### config.mk
export PLATFORM = sky130hd
export DESIGN_NAME = sync_fifo_prog_flat
export DESIGN_NICKNAME = d
export VERILOG_FILES = /design/src/rtl/sync_fifo_prog_pkg.sv /design/src/rtl/sync_fifo_prog_if.sv /design/src/rtl/sync_fifo_prog_mem.sv /design/src/rtl/sync_fifo_prog.sv /design/src/flat_wrapper.sv
export SDC_FILE = /design/constraint.sdc
export NUM_CORES = 1
export LEC_CHECK = 0
export ABC_AREA = 0
export ABC_CLOCK_PERIOD_IN_PS = 2700
export BUFFER_PORTS_ARGS = -buffer_cell sky130_fd_sc_hd__buf_2
export CAP_MARGIN = 20
export CORE_MARGIN = 3
export CORE_UTILIZATION = 54
export CTS_CLUSTER_DIAMETER = 120
export DETAILED_ROUTE_END_ITERATION = 10
export PLACE_DENSITY = 0.85
export SLEW_MARGIN = 20
export SYNTH_ARGS = -nofsm -noshare
export SYNTH_HDL_FRONTEND = slang
export SYNTH_SLANG_ARGS = --single-unit
export TNS_END_PERCENT = 20
### constraint.sdc
create_clock -name clk -period 2.7 [get_ports clk]
set_input_delay 0.54 -clock clk [delete_from_list [all_inputs] [get_ports clk]]
set_output_delay 0.54 -clock clk [all_outputs]
set_load 0.005 [all_outputs]
### src/rtl/sync_fifo_prog_pkg.sv
// Shared types and helpers for the programmable single-clock FIFO.
package fifo_pkg;

    typedef enum logic {FIFO_STD, FIFO_FWFT} fifo_mode_e;

    function automatic int fifo_cnt_w(input int depth);
        return $clog2(depth) + 1;
    endfunction

endpackage

### src/rtl/sync_fifo_prog_if.sv
// Producer/consumer bus of the FIFO: data path, control, thresholds and status.
interface sync_fifo_prog_if #(
    parameter int DATA_W = 8,
    parameter int CNT_W  = 5
);
    logic              flush;
    logic              w_en;
    logic [DATA_W-1:0] w_data;
    logic              r_en;
    logic [DATA_W-1:0] r_data;
    logic              r_valid;
    logic              full;
    logic              empty;
    logic [CNT_W-1:0]  af_thresh;
    logic [CNT_W-1:0]  ae_thresh;
    logic              almost_full;
    logic              almost_empty;
    logic [CNT_W-1:0]  count;
    logic              err_clr;
    logic              overflow;
    logic              underflow;

    modport master (
        output flush, w_en, w_data, r_en, af_thresh, ae_thresh, err_clr,
        input  r_data, r_valid, full, empty, almost_full, almost_empty, count,
               overflow, underflow
    );

    modport slave (
        input  flush, w_en, w_data, r_en, af_thresh, ae_thresh, err_clr,
        output r_data, r_valid, full, empty, almost_full, almost_empty, count,
               overflow, underflow
    );
endinterface

### src/rtl/sync_fifo_prog_mem.sv
// Storage array: synchronous write port, asynchronous read port.
module fifo_mem_2p #(
    parameter int DATA_W = 8,
    parameter int DEPTH  = 16
) (
    input  logic                     clk,
    input  logic                     we_i,
    input  logic [$clog2(DEPTH)-1:0] waddr_i,
    input  logic [DATA_W-1:0]        wdata_i,
    input  logic [$clog2(DEPTH)-1:0] raddr_i,
    output logic [DATA_W-1:0]        rdata_o
);
    logic [DATA_W-1:0] mem_q [DEPTH];

    always_ff @(posedge clk) begin
        if (we_i) mem_q[waddr_i] <= wdata_i;
    end

    assign rdata_o = mem_q[raddr_i];
endmodule

### src/rtl/sync_fifo_prog.sv
// Single-clock FIFO with STD/FWFT read modes, occupancy, programmable almost
// flags, synchronous flush and sticky overflow/underflow.
module sync_fifo_prog
    import fifo_pkg::*;
#(
    parameter int         DATA_W = 8,
    parameter int         DEPTH  = 16,
    parameter fifo_mode_e MODE   = FIFO_STD
) (
    input logic             clk,
    input logic             rst,
    sync_fifo_prog_if.slave bus
);
    localparam int ADDR_W = $clog2(DEPTH);
    localparam int CNT_W  = fifo_cnt_w(DEPTH);
    localparam logic [CNT_W-1:0] DEPTH_C = CNT_W'(DEPTH);

    if (DEPTH < 4 || (DEPTH & (DEPTH - 1)) != 0) begin : g_depth_chk
        $error("sync_fifo_prog: DEPTH must be a power of two and >= 4");
    end

    logic [ADDR_W:0]   wptr_q, wptr_d, rptr_q, rptr_d;
    logic [CNT_W-1:0]  count_q, count_d;
    logic              ovf_q, ovf_d, unf_q, unf_d;
    logic              full_w, empty_w, wr_acc, rd_acc, ovf_set, unf_set;
    logic [DATA_W-1:0] mem_rdata;

    assign full_w  = (count_q == DEPTH_C);
    assign empty_w = (count_q == '0);

    // Flush swallows both requests, so neither an access nor an error can occur.
    assign wr_acc  = bus.w_en && !full_w  && !bus.flush;
    assign rd_acc  = bus.r_en && !empty_w && !bus.flush;
    assign ovf_set = bus.w_en &&  full_w  && !bus.flush;
    assign unf_set = bus.r_en &&  empty_w && !bus.flush;

    always_comb begin
        wptr_d  = wptr_q;
        rptr_d  = rptr_q;
        count_d = count_q;
        if (bus.flush) begin
            wptr_d  = '0;
            rptr_d  = '0;
            count_d = '0;
        end else begin
            if (wr_acc) wptr_d = wptr_q + 1'b1;
            if (rd_acc) rptr_d = rptr_q + 1'b1;
            case ({wr_acc, rd_acc})
                2'b10:   count_d = count_q + 1'b1;
                2'b01:   count_d = count_q - 1'b1;
                default: count_d = count_q;
            endcase
        end
        // A new error in the clearing cycle must survive the clear.
        ovf_d = ovf_set ? 1'b1 : (bus.err_clr ? 1'b0 : ovf_q);
        unf_d = unf_set ? 1'b1 : (bus.err_clr ? 1'b0 : unf_q);
    end

    always_ff @(posedge clk) begin
        if (rst) begin
            wptr_q  <= '0;
            rptr_q  <= '0;
            count_q <= '0;
            ovf_q   <= 1'b0;
            unf_q   <= 1'b0;
        end else begin
            wptr_q  <= wptr_d;
            rptr_q  <= rptr_d;
            count_q <= count_d;
            ovf_q   <= ovf_d;
            unf_q   <= unf_d;
        end
    end

    fifo_mem_2p #(.DATA_W(DATA_W), .DEPTH(DEPTH)) u_mem (
        .clk     (clk),
        .we_i    (wr_acc),
        .waddr_i (wptr_q[ADDR_W-1:0]),
        .wdata_i (bus.w_data),
        .raddr_i (rptr_q[ADDR_W-1:0]),
        .rdata_o (mem_rdata)
    );

    if (MODE == FIFO_STD) begin : g_std
        logic [DATA_W-1:0] r_data_q, r_data_d;
        logic              r_valid_q, r_valid_d;

        always_comb begin
            r_data_d  = rd_acc ? mem_rdata : r_data_q;
            r_valid_d = rd_acc;
        end

        always_ff @(posedge clk) begin
            if (rst) begin
                r_data_q  <= '0;
                r_valid_q <= 1'b0;
            end else begin
                r_data_q  <= r_data_d;
                r_valid_q <= r_valid_d;
            end
        end

        assign bus.r_data  = r_data_q;
        assign bus.r_valid = r_valid_q;
    end else begin : g_fwft
        assign bus.r_data  = empty_w ? '0 : mem_rdata;
        assign bus.r_valid = !empty_w;
    end

    assign bus.full         = full_w;
    assign bus.empty        = empty_w;
    assign bus.count        = count_q;
    assign bus.almost_full  = (count_q >= bus.af_thresh);
    assign bus.almost_empty = (count_q <= bus.ae_thresh);
    assign bus.overflow     = ovf_q;
    assign bus.underflow    = unf_q;
endmodule
### src/flat_wrapper.sv
// flat-port wrapper written by rule: the top's interface ports become plain ports
module sync_fifo_prog_flat import fifo_pkg::*;
#(
    parameter int         DATA_W = 8,
    parameter int         DEPTH  = 16,
    parameter fifo_mode_e MODE   = FIFO_STD
)
  (clk, rst, bus_flush, bus_w_en, bus_w_data, bus_r_en, bus_af_thresh, bus_ae_thresh, bus_err_clr, bus_r_data, bus_r_valid, bus_full, bus_empty, bus_almost_full, bus_almost_empty, bus_count, bus_overflow, bus_underflow);
  sync_fifo_prog_if #(.DATA_W(DATA_W)) bus_i ();
  input logic clk;
  input logic rst;
  input wire logic [$bits(bus_i.flush)-1:0] bus_flush;
  input wire logic [$bits(bus_i.w_en)-1:0] bus_w_en;
  input wire logic [$bits(bus_i.w_data)-1:0] bus_w_data;
  input wire logic [$bits(bus_i.r_en)-1:0] bus_r_en;
  input wire logic [$bits(bus_i.af_thresh)-1:0] bus_af_thresh;
  input wire logic [$bits(bus_i.ae_thresh)-1:0] bus_ae_thresh;
  input wire logic [$bits(bus_i.err_clr)-1:0] bus_err_clr;
  output wire logic [$bits(bus_i.r_data)-1:0] bus_r_data;
  output wire logic [$bits(bus_i.r_valid)-1:0] bus_r_valid;
  output wire logic [$bits(bus_i.full)-1:0] bus_full;
  output wire logic [$bits(bus_i.empty)-1:0] bus_empty;
  output wire logic [$bits(bus_i.almost_full)-1:0] bus_almost_full;
  output wire logic [$bits(bus_i.almost_empty)-1:0] bus_almost_empty;
  output wire logic [$bits(bus_i.count)-1:0] bus_count;
  output wire logic [$bits(bus_i.overflow)-1:0] bus_overflow;
  output wire logic [$bits(bus_i.underflow)-1:0] bus_underflow;
  assign bus_i.flush = bus_flush;
  assign bus_i.w_en = bus_w_en;
  assign bus_i.w_data = bus_w_data;
  assign bus_i.r_en = bus_r_en;
  assign bus_i.af_thresh = bus_af_thresh;
  assign bus_i.ae_thresh = bus_ae_thresh;
  assign bus_i.err_clr = bus_err_clr;
  assign bus_r_data = bus_i.r_data;
  assign bus_r_valid = bus_i.r_valid;
  assign bus_full = bus_i.full;
  assign bus_empty = bus_i.empty;
  assign bus_almost_full = bus_i.almost_full;
  assign bus_almost_empty = bus_i.almost_empty;
  assign bus_count = bus_i.count;
  assign bus_overflow = bus_i.overflow;
  assign bus_underflow = bus_i.underflow;
  sync_fifo_prog #(.DATA_W(DATA_W), .DEPTH(DEPTH), .MODE(MODE)) u_core (.clk(clk), .rst(rst), .bus(bus_i));
endmodule
Yosys cells after proc, flatten, opt, wreduce, memory -nomap -nowiden
Memories as Yosys holds them, arrays and structs flattened. A register that Yosys moved wholly into a read port is not among the register bits.
Cells that the tools add are included.
Word-level totals
  register bits after elaboration: 18
  bits in latches: 0
  RAM bits: 128
  memory bits (read-only): 0
  output and inout port bits: 20
  logic and storage cells: 38
  memories: 1
Cells by class
  $add $sub $neg: 4
  multiply operators: 0
  div/mod/pow operators: 0
  order comparisons: 2
  equality and inequality tests: 3
  shift operators: 0
  muxes and demuxes: 6
  bitwise operators: 0
  reduce and logical (&&, ||, !) cells: 16
Memory list
  u_core.u_mem.mem_q: words 16, bits a word 8, read ports 1, clocked after memory_dff 1, write ports 1, RTL line sync_fifo_prog_mem.sv:13  | logic [DATA_W-1:0] mem_q [DEPTH];
Operators with widths (number)
  $add A5 B1 Y5 const B: 3
  $pmux W5 S2: 1
  $logic_and A1 B1 Y1: 8
  $reduce_bool A2 Y1: 3
  $eq A5 B5 Y1 const B: 1
  $ge A5 B5 Y1: 1
  $le A5 B5 Y1: 1
  $logic_not A5 Y1: 1
  $mux W1: 5
  $sub A5 B1 Y5 const B: 1
  $logic_not A1 Y1: 3
  $eq A2 B1 Y1 const B: 1
  $eq A2 B2 Y1 const B: 1
  $reduce_or A2 Y1: 1

Logic depth before layout (Yosys ltp)
Gate-level depths: netlist of run 1.
  depth after elaboration: 6
  depth in mapped cells: 13
  depth with buffers taken out: 12

Cells and area by module
From an unflattened synthesis of run 1, not the netlist that was laid out.
Second synthesis, totals
  cells, all modules: 375
  area, all modules: 6358.6 sq um
Modules (own cells, without submodules)
  fifo_mem_2p: times used 1, cells each 221, area an instance 4987.3 sq um, sequential area each 3843.7 sq um
  sync_fifo_prog: times used 1, cells each 154, area an instance 1371.3 sq um, sequential area each 480.5 sq um

Least setup slack after synthesis of run 1
No wires, ideal clock.
  path type: register to register
  start: register u_core.count_q[1] (netlist: u_core.bus.count[1])
  end: register u_core.count_q[4] (netlist: u_core.bus.count[4])
  setup time: 0.070 ns
  data arrival time: 2.603 ns
  path slack: 0.027 ns
  stages on the path, launching flop included: 14
  cells stage by stage: dfxtp_1 -> nor4_4 -> and2_4 -> or2_4 -> inv_2 -> buf_6 -> ha_1 -> inv_1 -> fa_1 -> nor2b_1 -> o21ai_0 -> nor4b_1 -> or3_1 -> a21oi_1
On the way
  word-level cells in the longest chain between the ends: 6
  elaborated cells between the ends (all ways): 14
Ends and longest elaborated chain
  start, declared: RTL line sync_fifo_prog.sv:23  | logic [CNT_W-1:0] count_q, count_d;
  start signal, assigned: RTL line sync_fifo_prog.sv:69  | count_q <= count_d;
  $logic_not A5 Y1 *: RTL line sync_fifo_prog.sv:29  | assign empty_w = (count_q == '0);
  net bus_empty: RTL line flat_wrapper.sv:22  | output wire logic [$bits(bus_i.empty)-1:0] bus_empty;
  $logic_not A1 Y1 *: RTL line sync_fifo_prog.sv:33  | assign rd_acc = bus.r_en && !empty_w && !bus.flush;
  $logic_and A1 B1 Y1 * (2 in a row): RTL line sync_fifo_prog.sv:33
  net u_core.g_std.r_valid_d: RTL line sync_fifo_prog.sv:86  | logic r_valid_q, r_valid_d;
  $eq A2 B1 Y1 or $eq A2 B2 Y1 (tied branches): RTL line sync_fifo_prog.sv:48  | case ({wr_acc, rd_acc})
  $pmux W5 S2 or $reduce_bool A2 Y1 (tied branches)
Mark *: on every way through the listed nets, which the timed path passes. The rest lies on a longest branch.
A chain may end at the register's enable or synchronous reset.

Worst setup path after layout of run 1
  start: register u_core.count_q[1] (netlist: u_core.bus.count[1])
  end: output port bus_almost_empty
On the way
  word-level cells in the longest chain between the ends: 1
Ends and longest elaborated chain
  $le A5 B5 Y1: RTL line sync_fifo_prog.sv:114  | assign bus.almost_empty = (count_q <= bus.ae_thresh);
  end, declared: RTL line flat_wrapper.sv:24  | output wire logic [$bits(bus_i.almost_empty)-1:0] bus_almost_empty;
Every way passes these cells.

==> results of run 1 <==
[worst max path at each step]
stage,depth (start not counted),to,startpoint,slack (ps)
2_1_floorplan,13,u_core.bus.count[4],u_core.bus.count[1],30
3_3_place_gp,12,u_core.bus.count[4],bus_flush,50
3_5_place_dp,12,u_core.bus.count[4],bus_flush,-100
4_1_cts,11,u_core.bus.count[4],u_core.bus.count[0],5
5_1_grt,11,u_core.bus.count[4],u_core.bus.count[3],-20
6_report,8,bus_almost_empty,u_core.bus.count[1],60
[timing repair]
item / CTS / global route
endpoints found under the hold margin: 0 / 0
setup endpoints to repair: 0 / 3
gates resized for setup: 0 / 8
[synthesized netlist by cell type, drive strengths merged, types with 2 or more instances]
library cell	number	area, sq um
edfxtp	128	3840
mux2i	64	641
nor2	38	143
o22ai	33	206
dfxtp	24	480
ha	19	238
inv	17	63.8
buf	16	128
nand2	12	52.6
a21oi	11	55.1
a211oi	9	72.6
nor4	9	71.3
nand2b	6	37.5
nor2b	6	37.5
nor3	5	25.0
xor2	5	51.3
clkbuf	4	15.0
nand3b	4	30.0
o21a	3	22.5
o21ai	3	15.0
xnor2	3	26.3
and2	2	16.3
nand3	2	10.0
nand4	2	12.5
or2	2	15.0
or3	2	12.5
[power breakdown]
group	switching (W)	total, W	internal, W
Clock	0.000958	0.00238	0.00142
Sequential	0.00000662	0.00256	0.00255
Combinational	0.0000878	0.000140	0.0000521
Total	0.00105	0.00507	0.00402
[registers in the layout, indices dropped and copies added (netlist names)]
signal,cells
u_core.u_mem.mem_q,128
u_core.bus.r_data,8
u_core.bus.count,5
u_core.rptr_q,4
u_core.wptr_q,4
u_core.bus.overflow,1
u_core.bus.r_valid,1
u_core.bus.underflow,1
[through the flow]
step	setup TNS (ps)	instance area, sq um	cells
after detailed placement	-102	6850	626
after floorplan	0	6380	434
after global routing	-18.4	7490	658
after CTS	0	7460	658
after global placement	0	6850	626
final	0	7490	658
[layout make-up]
type	instances	area, sq um	area share, %
clock inverter	12	121	1.62
sequential	152	4330	57.8
multi-input combinational	245	1880	25.1
inverter	17	63.8	0.851
timing repair buffer	69	435	5.81
clock buffer	20	483	6.44
tap	143	179	2.39
[kinds of logic after synthesis]
logic type / count (synthesis) / synth area share (%)
DFF: 152 / 67.8
and+or+nand+nor: 92 / 7.53
muxes: 64 / 10.0
AOI/OAI and AO/OA: 61 / 6.14
buffers and inverters: 37 / 3.24
adders and majority gates: 20 / 4.04
xor gates and xnor gates: 8 / 1.22
[layer usage]
metal | global-route usage (%) | vias up
li1 | - | 1774
met1 | 26.8 | 1901
met2 | 35.3 | 151
met3 | 5.44 | 22
met4 | 10.1 | 0
met5 | 0 | -
==> qor.csv, run 1 <==
metric,value,unit
status,"complete, no violations",
met3 WL,885,um
H-tree depth,4,
proportion of layout cells with a drive suffix above 1,23.1,%
Initial Util,55.6,%
Layout area overhead,17.5,%
TritonCTS buffer count,17,
Routed Antenna Nets,0,
Final #Nets,546,
synth unique cells,41,
cells after synthesis,434,
fill cell count,739,
Num Clock Sinks,152,
Port Buffers,43,
global-route wire length before repair,20900,um
max-cap viol count,0,
PnR worst setup slack,58.8,ps
worst vdd ir,503,uV
family with the most delay on the worst path,compound AO/OA/AOI/OAI gates,
hold path startpoint,rst,
largest net degree at the start of global routing,23,
crit end category,primary output,
post-DP HPWL,8950,um
critical path class,reg -> out,
WHS Path Cells,2,
Post-Synthesis Mean Instance Area,14.7,sq um
CP Cell Sequence,buf_4 > ha_1 > nor2b_1 > o21a_1 > o21a_1 > o21a_1 > o22ai_1 > buf_2,
Core Region,0.0115,sq mm
top sig layer,met4,
"Clk Latency, worst-skew pair",410,ps
#FFs+latches synth,152,
CTS Buffer Depth,2,
CTS Hold Bufs,0,
pwr dens,677,mW/mm^2
DRC violations left,0,
Die ar.,0.0132,sq mm
worst hold slack,437,ps
Worst setup SP type,register,
Post-synth ARST share,0,%
critical-path maximum fanout,6,
dpl ws,-102,ps
worst path bufs/invs,2,
"Seq/Total Area, Yosys",67.8,%
Worst-path clk slew,70,ps
R2R cell count,11,
wire length on met1,5530,um
Mapped Area,0.00638,sq mm
num ports,44,
First DRT Iteration DRCs,373,
antenna cells,0,
synth warn,0,
Slew Limit Headroom,65.4,%
slowest CP cell,dfxtp_2,
"leading cell type in the layout, fill and taps excluded",edfxtp_1,
DR pass1 iterations,5,
max incr delay on CP,340,ps
Root Driver,clkbuf_16,
initial antenna violation count,0,
Worst-Margin Slew,514,ps
GPL Wtd Cong,0.840,
grt ovf,0,
CTS tree,yes,
Die X,115,um
period utilization,97.8,%
"Top FF cell, synth",edfxtp_1,
Critical Path Most Common Cell,o21a_1,
"Net Count, Synth",478,
Fmax,379,MHz
Leak,2.57,nW
vias in the first global route,3922,
reg2reg setup slack,120,ps
clk_skew,13.2,ps
Post-synth EDFFs,128,
most frequent cells in the layout,"edfxtp_1 (128), mux2i_1 (64), buf_2 (43), nor2_1 (38), o22ai_1 (33)",
Vias/cell,5.85,
total track usage,21.5,%
drt total wl,13800,um
Worst Path Required,2160,ps
Vias,3848,
worst reg2reg path endpoint,u_core.bus.count[4],
Critical Path AT,2100,ps
Hold WC Path Type,in -> reg,
routed wl met2,7010,um
Final Util,65.4,%
Tmin final,2640,ps
Pwr Total,0.00507,W
Die Ht,115,um
reg2reg start,u_core.bus.count[3],
drt wl/cell,21.0,um
final hold violation count,0,
Slew Limit Fails,0,
hold endpoint,u_core.bus.r_data[7],
final setup fails,0,
postcts setup bufs,0,
standard-cell rows,39,
No activity file was read; power rests on OpenSTA's default activity.
==> inputs of run 2 (changes only) <==
Settings changed: CORE_MARGIN 3 to 1.5.
==> qor.csv, run 2 (same netlist as run 1, synthesis figures left out) <==
metric,value,unit,change
status,"complete, no violations",,
Hold WC Path Type,in -> reg,,
Biggest register,u_core.u_mem.mem_q,,
Leak,2.56,nW,-0.21%
critical-path maximum fanout,6,,unchanged
worst vdd ir,501,uV,-0.45%
drt wl/cell,20.6,um,-1.6%
Reg power frac,50.8,%,+0.4 points
most used routing layer,met2,,
grt ovf,0,,unchanged
Power Internal,0.00398,W,-0.93%
Routed Antenna Nets,0,,unchanged
Switching Share,20.9,%,+0.15 points
"leading cell type in the layout, fill and taps excluded",edfxtp_1,,
clock share of power,46.4,%,-0.4 points
part of the power in combinational logic,2.8,%,about the same
Die X,112,um,-2.6%
Post-Layout Cell Count,659,,+0.15%
Reg area,0.00433,sq mm,unchanged
Layout area overhead,17.1,%,
global-route wire length before repair,20600,um,-1.2%
largest net degree at the start of global routing,25,,+8.7%
crit end category,primary output,,
antenna cells,0,,unchanged
met1 Use GR,26.7,%,-0.058 points
Core Region,0.0115,sq mm,unchanged
Num Clock Sinks,152,,unchanged
Port Buffers,43,,unchanged
Vias/cell,5.90,,+0.91%
total track usage,22.5,%,+1.0 points
Setup TNS Final,0,ps,unchanged
initial antenna violation count,0,,unchanged
post-DP HPWL,8650,um,-3.3%
met2 Usage GRT,37.9,%,+2.6 points
pwr dens,674,mW/mm^2,-0.38%
TritonCTS buffer count,17,,unchanged
First DRT Iteration DRCs,326,,-13%
Fmax,378,MHz,-0.26%
GRT met3 Usage,6.97,%,+1.5 points
fill cell count,748,,+1.2%
reg2reg setup slack,130,ps,about the same
Slew Limit Fails,0,,unchanged
vias in the first global route,3934,,+0.31%
final hold violation count,0,,unchanged
Placed Cells,627,,+0.16%
CTS tree,yes,,
Initial Util,55.6,%,unchanged
"Clk Latency, worst-skew pair",420,ps,about the same
Vias,3889,,+1.1%
drt total wl,13600,um,-1.4%
most frequent cells in the layout,"edfxtp_1 (128), mux2i_1 (64), buf_2 (43), nor2_1 (38), o22ai_1 (33)",,
Worst-path clk slew,60,ps,about the same
area of the multi-input gates,0.00188,sq mm,-0.33%
Root Driver,clkbuf_16,,
CTS Hold Bufs,0,,unchanged
Pwr Total,0.00504,W,-0.75%
Die ar.,0.0125,sq mm,-5.2%
unrepaired setup endpoints after global routing,yes,,
H-tree depth,4,,unchanged
max reg flops,128,,unchanged
period utilization,98.1,%,+0.26 points
Critical Path AT,2110,ps,about the same
standard-cell rows,39,,unchanged
CTS Buffer Depth,2,,unchanged
Slew Limit Headroom,63.9,%,-1.5 points
Tmin final,2650,ps,+6.91 ps
proportion of layout cells with a drive suffix above 1,23.4,%,+0.34 points
Worst-Margin Slew,537,ps,+22.3 ps
Worst Path Required,2160,ps,about the same
Final #Nets,547,,+0.18%
final setup fails,0,,unchanged
Worst setup SP type,register,,
clk_skew,14.0,ps,+0.789 ps
critical path class,reg -> out,,
P_sw,0.00105,W,about the same
max-cap viol count,0,,unchanged
DRC violations left,0,,unchanged
postcts setup bufs,0,,unchanged
GPL Wtd Cong,0.827,,-1.6%
num ports,44,,unchanged
DR pass1 iterations,5,,unchanged
Die Ht,112,um,-2.6%
==> run 2: power by group through the flow <==
stage / clock (W) / combinational (W) / sequential [W]
after floorplan: 0 / 0.0000617 / 0.00261
after global placement: 0 / 0.000129 / 0.00261
after detailed placement: 0 / 0.000136 / 0.00261
after CTS: 0.00236 / 0.000137 / 0.00256
after global routing: 0.00246 / 0.000155 / 0.00256
final: 0.00234 / 0.000141 / 0.00256
==> run 2: routing by layer <==
layer  up-vias  share of wire [%]  routed length [um]
met5         -                  0                   0
met4         0                3.1                 418
met3        34                7.2                 974
met2       146                 51                6870
met1      1919                 39                5340
li1       1790                  -                   -
==> run 2: final timing paths <==
kind | start | endpoint | depth (start not counted)
setup / recovery | u_core.bus.count[1] | bus_almost_empty | 8
hold / removal | bus_err_clr | u_core.bus.underflow | 3
setup reg to reg | u_core.bus.count[3] | u_core.bus.count[4] | 11
hold reg to reg | u_core.bus.underflow | u_core.bus.underflow | 2
==> run 2: timing repair <==
item,4_1_cts,5_1_grt
cloned,0,0
resized for setup,1,8
endpoints found under the setup margin,1,3
pin swaps,0,1
==> run 2: final cells by class <==
| cell class | instances | area share [%] |
|---|---|---|
| timing repair buffer | 70 | 5.76 |
| sequential | 152 | 58.0 |
| clock buffer | 17 | 5.70 |
| multi-input combinational | 245 | 25.1 |
| inverter | 17 | 0.855 |
| clock inverter | 15 | 2.18 |
| tap | 143 | 2.40 |
==> run 2: through the flow <==
stage / util (%) / cell area [sq um] / setup WS, ps / hold slack, ps
after floorplan: - / 6380 / 27.2 / 466
after global placement: 59.7 / 6850 / 52.8 / 461
after detailed placement: 59.7 / 6850 / -104 / 473
after CTS: 64.9 / 7440 / 7.26 / 397
after global routing: 65.1 / 7470 / -47.5 / 427
final: 65.1 / 7470 / 51.9 / 415
==> run 2: worst max-delay path, stage by stage (launching register included) <==
cell and delay, ps:
dfxtp_2 330, buf_4 160, ha_1 290, nor2b_1 130
o21a_1 180, o21a_1 180, o21a_1 170, o22ai_1 120
buf_2 130
